## config.mk

```make
export PLATFORM = sky130hd
export DESIGN_NAME = clock_chain_ctrl
export DESIGN_NICKNAME = d
export VERILOG_FILES = /design/src/rtl/clock_chain_ctrl.sv
export SDC_FILE = /design/constraint.sdc
export NUM_CORES = 1
export LEC_CHECK = 0
export ABC_AREA = 1
export CAP_MARGIN = 0
export CELL_PAD_IN_SITES_DETAIL_PLACEMENT = 0
export CELL_PAD_IN_SITES_GLOBAL_PLACEMENT = 1
export CORE_AREA = 2 2 65 67
export DETAILED_ROUTE_END_ITERATION = 7
export DIE_AREA = 0 0 67 69
export PLACE_DENSITY_LB_ADDON = 0.1
export REMOVE_ABC_BUFFERS = 1
export SLEW_MARGIN = 20
export SYNTH_ARGS = -nofsm -noshare
export SYNTH_HDL_FRONTEND = slang
export SYNTH_SLANG_ARGS = --single-unit
```

## constraint.sdc

```tcl
create_clock -name clk -period 2.8 [get_ports clk]
set_input_delay 0.7 -clock clk [delete_from_list [all_inputs] [get_ports clk]]
set_output_delay 0.7 -clock clk [all_outputs]
set_load 0.02 [all_outputs]
```

## src/rtl/clock_chain_ctrl.sv

```systemverilog
// Seconds/minutes/hours cascade with a button-driven time-set state machine.
// Optional display blink strobe in set modes: define CLOCK_CHAIN_BLINK_EN.
module clock_chain_ctrl #(
  parameter int unsigned SEC_MOD = 60,
  parameter int unsigned MIN_MOD = 60,
  parameter int unsigned HR_MOD  = 24,
  parameter int unsigned SW      = 6,
  parameter int unsigned HW      = 5
) (
  input  logic          clk,
  input  logic          reset,
  input  logic          tick,
  input  logic          btn_mode,
  input  logic          btn_up,
  input  logic          btn_down,
  output logic [SW-1:0] sec,
  output logic [SW-1:0] min,
  output logic [HW-1:0] hr,
  output logic [1:0]    mode,
  output logic          day_wrap,
  output logic          blink
);

  typedef enum logic [1:0] {
    RUN     = 2'd0,
    SET_HR  = 2'd1,
    SET_MIN = 2'd2
  } state_t;

  localparam logic [SW-1:0] SEC_MAX = SW'(SEC_MOD - 1);
  localparam logic [SW-1:0] MIN_MAX = SW'(MIN_MOD - 1);
  localparam logic [HW-1:0] HR_MAX  = HW'(HR_MOD - 1);

  state_t state;
  logic   step_up;
  logic   step_down;

  // A mode press suppresses up/down; pressing both together cancels out.
  assign step_up   = btn_up & ~btn_down & ~btn_mode;
  assign step_down = btn_down & ~btn_up & ~btn_mode;
  assign mode      = state;

  always_ff @(posedge clk or negedge reset) begin
    if (!reset) begin
      state    <= RUN;
      sec      <= '0;
      min      <= '0;
      hr       <= '0;
      day_wrap <= 1'b0;
    end else begin
      day_wrap <= 1'b0;
      case (state)
        RUN: begin
          if (tick) begin
            if (sec == SEC_MAX) begin
              sec <= '0;
              if (min == MIN_MAX) begin
                min <= '0;
                if (hr == HR_MAX) begin
                  hr       <= '0;
                  day_wrap <= 1'b1;
                end else begin
                  hr <= hr + 1'b1;
                end
              end else begin
                min <= min + 1'b1;
              end
            end else begin
              sec <= sec + 1'b1;
            end
          end
          if (btn_mode) state <= SET_HR;
        end
        SET_HR: begin
          if (btn_mode)       state <= SET_MIN;
          else if (step_up)   hr <= (hr == HR_MAX) ? '0 : hr + 1'b1;
          else if (step_down) hr <= (hr == '0) ? HR_MAX : hr - 1'b1;
        end
        SET_MIN: begin
          if (btn_mode) begin
            state <= RUN;
            sec   <= '0;
          end else if (step_up) begin
            min <= (min == MIN_MAX) ? '0 : min + 1'b1;
          end else if (step_down) begin
            min <= (min == '0) ? MIN_MAX : min - 1'b1;
          end
        end
        default: state <= RUN;
      endcase
    end
  end

`ifdef CLOCK_CHAIN_BLINK_EN
  // Any mode press lands in a fresh mode, so blink restarts from 0.
  always_ff @(posedge clk or negedge reset) begin
    if (!reset) begin
      blink <= 1'b0;
    end else if ((state == SET_HR || state == SET_MIN) && !btn_mode) begin
      if (tick) blink <= ~blink;
    end else begin
      blink <= 1'b0;
    end
  end
`else
  assign blink = 1'b0;
`endif

endmodule
```

Yosys cells after proc, flatten, opt, wreduce, memory -nomap -nowiden --
Cells that the tools add are included.
Word-level totals: register bits 20, latch bits 0, bits in writable memories 0, ROM bits 0, input port bits 6, output and inout bits 21, word-level logic and storage cells 71, memories kept 0
Cells by class: $add $sub $neg 5, multiply operators 0, divide/modulo/power cells 0, order comparisons 0, equal/unequal tests 15, shift operators 0, multiplexer cells 30, bitwise logic cells 7, reduce and logical (&&, ||, !) cells 9
Operator list (count):
- $mux W6 | 10
- $mux W5 | 8
- $pmux W6 S2 | 2
- $ne A2 B2 Y1 const B | 8
- $add A6 B1 Y6 const B | 2
- $eq A6 B6 Y1 const B | 2
- $pmux W5 S2 | 1
- $logic_not A6 Y1 | 1
- $mux W2 | 3
- $ne A3 B3 Y1 const B | 2
- $pmux W2 S3 | 1
- $reduce_and A3 Y1 | 2
- $reduce_and A6 Y1 | 1
- $sub A6 B1 Y6 const B | 1
- $add A5 B1 Y5 const B | 1
- $eq A5 B5 Y1 const B | 1
- $logic_not A5 Y1 | 1
- $mux W1 | 5
- $reduce_and A5 Y1 | 1
- $sub A5 B1 Y5 const B | 1
- $and A1 B1 Y1 | 4
- $reduce_bool A2 Y1 | 2
- $not A1 Y1 | 3
- $eq A2 B1 Y1 const B | 1
- other kinds (2) | 2

Longest topological paths before layout --
depth in word-level cells 7, depth in mapped cells 11, depth with buffers taken out 10

Least setup slack after synthesis --
OpenSTA, ideal clock, no wires.
path type flip-flop to flip-flop, start reg sec[0], end reg min[5], library setup time 113 ps, data arrival time 1465 ps, required time 2687 ps, slack 1222 ps, cell stages (with the launch flop) 12, path buffers 1, period minus slack after synthesis 1578 ps, cells stage by stage dfrtp_1 ha_1 inv_1 nor2_1 nand3_2 nand2_1 nand2_1 nor2_2 buf_6 nand3_1 nand2_1 inv_1
On the way: longest elaborated chain between the ends 3
Ends and longest elaborated chain:
- start, declared | line 16 | output logic [SW-1:0] sec,
- start signal, assigned | line 69 | sec <= sec + 1'b1;
- $eq A6 B6 Y1 | line 55 | if (sec == SEC_MAX) begin
- $ne A2 B2 Y1 (no line)
- $reduce_and A5 Y1 (no line)
- end signal, assigned | line 66 | min <= min + 1'b1;
- end signal, assigned | line 84 | min <= (min == MIN_MAX) ? '0 : min + 1'b1;
- end signal, assigned | line 86 | min <= (min == '0) ? MIN_MAX : min - 1'b1;
- end, declared | line 17 | output logic [SW-1:0] min,
No other way between the ends. A chain may end at the register's enable or synchronous reset.

Worst setup path in the final report --
start reg min[3], end out min[3]
No word-level cell between the ends.

==> out/results.tsv <==
stage	metric	value	unit
run_status	status	finished, final reports clean	
clock_network	Post-CTS Hold Buffers	0	
place	port bufs	25	
critical_path	buffers and inverters on the worst path	1	
place	Post-DP HPWL	2610	microns
global_routing	largest net degree at the start of global routing	21	
critical_path	Crit Path Category	flop to output port	
synthesis	post-synthesis register bit count	20	
clock_network	post-CTS setup-driven buffer insertion count	0	
synthesis	Avg Inst Size Synth	6.95	sq um
power	Power per Cell Area	1120	nW/um^2
detailed_routing	Avg Vias per Cell	4.84	
detailed_routing	DR pass1 iterations	4	
critical_path	Critical Path Start Type	flop	
critical_path	crit-path leading delay family	buffers and inverters	
timing	final setup violating endpoints	0	
clock_network	clock slew at reported path FFs	0.08	ns
clock_network	PostCTS Resize Cnt	0	
cells_and_area	area occupied by multi-input gates	835	sq um
detailed_routing	initial DRC count	90	
run	maxcap violations	0	
floorplanning	Die Ht	69	microns
power	Power Total	2.05	mW
critical_path	Levels on crit path	1	
cells_and_area	layout cells sized above 1	9.21	%
timing	period utilization	77.2	%
detailed_routing	routed via count	1398	
clock_network	Num Clock Sinks	20	
global_routing	first-pass GRT wire length	5580	microns
critical_path	worst-path cell chain	clkdlybuf4s50_1	
floorplanning	Initial Util	38.2	%
critical_path	Critical Path Sink Type	output port	
clock_network	Root Driver	clkbuf_8	
critical_path	worst path required time	2.10	ns
timing	RSZ-0062 raised after global routing	false	
place	Post-DP Area	1770	sq um
synthesis	post-synthesis sequential area ratio	33.5	%
place	GPL Wtd Cong	0.876	
cells_and_area	fillers	426	
cells_and_area	Nets	252	
cells_and_area	most frequent cells in the layout	58 x nand2_1, 25 x inv_1, 25 x clkdlybuf4s50_1, 20 x o21ai_0, 20 x dfrtp_1	
power	sequential group share of total power	28.7	%
power	combinational share of power	60.4	%
critical_path	CP arrival	1.46	ns
power	maximum VDD drop	0.000407	V
critical_path	CP startpoint	min[3]$_DFFE_PN0P_	
clock_network	H-tree depth	1	
cells_and_area	Area Growth Syn to Fin	22.4	%
clock_network	clk_lat worst skew	0.26	ns
clock_network	TritonCTS Buffers	3	
global_routing	antenna violations before repair	0	
detailed_routing	Post-DRT Antenna Nets	0	
hold_path	Hold EP	sec[0]$_DFFE_PN0P_	
synthesis	synth unique cells	30	
hold_path	Hold Path Class	flop to flop	
floorplanning	Die W	67	microns
synthesis	Post-synth EDFFs	0	
detailed_routing	WL/cell	11.6	microns
hold_path	worst hold path startpoint	sec[0]$_DFFE_PN0P_	
timing	Fmax	463	MHz
timing	final count of pins violating max slew	0	
cells_and_area	register area	500	sq um
power	switching power total	1.00	mW
critical_path	reg-to-reg endpoint	min[0]$_DFFE_PN0P_	
critical_path	CP peak stage delay	0.67	ns
global_routing	total gr overflow	0	
floorplanning	site row count	23	
clock_network	Clock Tree Buf Depth	2	
synthesis	Post-Syn Area	1490	sq um
cells_and_area	diodes inserted	0	
floorplanning	die area	4620	sq um
hold_path	Worst Hold Path Cells	1	
synthesis	Most used DFF post-synth	dfrtp_1	
floorplanning	core area	3910	sq um
timing	setup TNS	0	ns
critical_path	flop-to-flop setup slack	1.00	ns
power	P_leak	0.882	nW
clock_network	CTS tree	built	
global_routing	number of global-route vias before repair	1217	
power	Clk pwr share	11.0	%
detailed_routing	# DRC	0	
synthesis	Cells after Synth	215	
global_routing	GRT Total Usage	15.1	%
detailed_routing	final WL	3350	microns
synthesis	synth warn	0	
critical_path	Critical-path top delay cell	clkdlybuf4s50_1	
critical_path	FF-to-FF path depth	10	
cells_and_area	final instance area	1830	sq um
synthesis	Async SR Flop Fraction	100	%
timing	Final Skew	0.00648	ns
power	Sw Share	48.8	%
floorplanning	# IOs	27	
power	internal power	1.05	mW
critical_path	crit-path max FO	10	
cells_and_area	commonest non-fill, non-tap cell in the layout	nand2_1	
critical_path	worst flop-to-flop path startpoint	sec[0]$_DFFE_PN0P_	
timing	Final Hold Vio Count	0	
timing	min cycle time layout	2.16	ns
layout make-up:
type,count,share of cell area (%)
inverter,31,6.43
clock buffer,4,3.01
timing repair buffer,26,14.1
tap,50,3.42
sequential,20,27.4
multi-input combinational,158,45.7
logic make-up (layout without fill, tap and decap cells):
| logic type | count (synthesis) | count (layout) | share of synthesized area, % |
|---|---|---|---|
| other | 1 | 1 | 0.251 |
| and+or+nand+nor | 107 | 107 | 31.7 |
| DFF | 20 | 20 | 33.5 |
| adders and majority gates | 6 | 6 | 5.02 |
| AOI/OAI and AO/OA | 34 | 34 | 13.1 |
| xor gates and xnor gates | 10 | 10 | 5.86 |
| buffers and inverters | 37 | 61 | 10.6 |
per-layer routing:
layer	track usage [%]	routed length, microns	part of all wire, %	vias up
met4	2.72	8	0.24	0
met1	22.9	1710	51	639
met3	1.96	120	3.6	2
li1	-	-	-	732
met5	0	0	0	-
met2	22.8	1520	45	25
power by group through the flow:
stage / clock, mW / sequential [mW] / combinational, mW
after floorplan: 0 / 0.701 / 0.711
after CTS: 0.234 / 0.591 / 1.25
after global routing: 0.246 / 0.620 / 1.39
final: 0.225 / 0.589 / 1.24
after detailed placement: 0 / 0.597 / 1.25
after global placement: 0 / 0.588 / 1.24
flip-flops by register name, indices dropped and copies added, names as in the netlist:
register  cells
hr            5
sec           6
mode          2
day_wrap      1
min           6
cell usage after synthesis (2+ instances only):
library cell  count  area, sq um
nand2_1          58          218
inv_1            25         93.8
dfrtp_1          20          500
o21ai_0          20          100
nand3_1          19         95.1
nor2_1           16         60.1
xor2_1            8         70.1
a21oi_1           6         30.0
ha_1              6         75.1
inv_2             5         18.8
nand4_1           4         25.0
buf_2             3         15.0
nor2_2            3         18.8
buf_4             2         15.0
nand2_2           2         12.5
nand3_2           2         20.0
o21ai_1           2         10.0
xnor2_1           2         17.5
metrics by stage:
stage | cells | utilization [%] | setup WS [ns] | hold WS [ns]
floorplan | 209 | - | 1.12 | 0.404
global placement | 285 | 45.3 | 0.480 | 0.510
detailed placement | 285 | 45.3 | 0.437 | 0.521
CTS | 289 | 46.7 | 0.605 | 0.533
global route | 289 | 46.7 | 0.516 | 0.562
finish | 289 | 46.7 | 0.638 | 0.527
worst max path at each step:
| stage | slack [ns] | endpoint |
|---|---|---|
| 3_5_place_dp | 0.44 | min[0]$_DFFE_PN0P_ |
| 2_1_floorplan | 1.12 | min[0]$_DFFE_PN0P_ |
| 5_1_grt | 0.52 | min[0]$_DFFE_PN0P_ |
| 6_report | 0.64 | min[3] |
| 4_1_cts | 0.61 | min[3] |
| 3_3_place_gp | 0.48 | min[0]$_DFFE_PN0P_ |
Power figures use the tool's default switching activity.
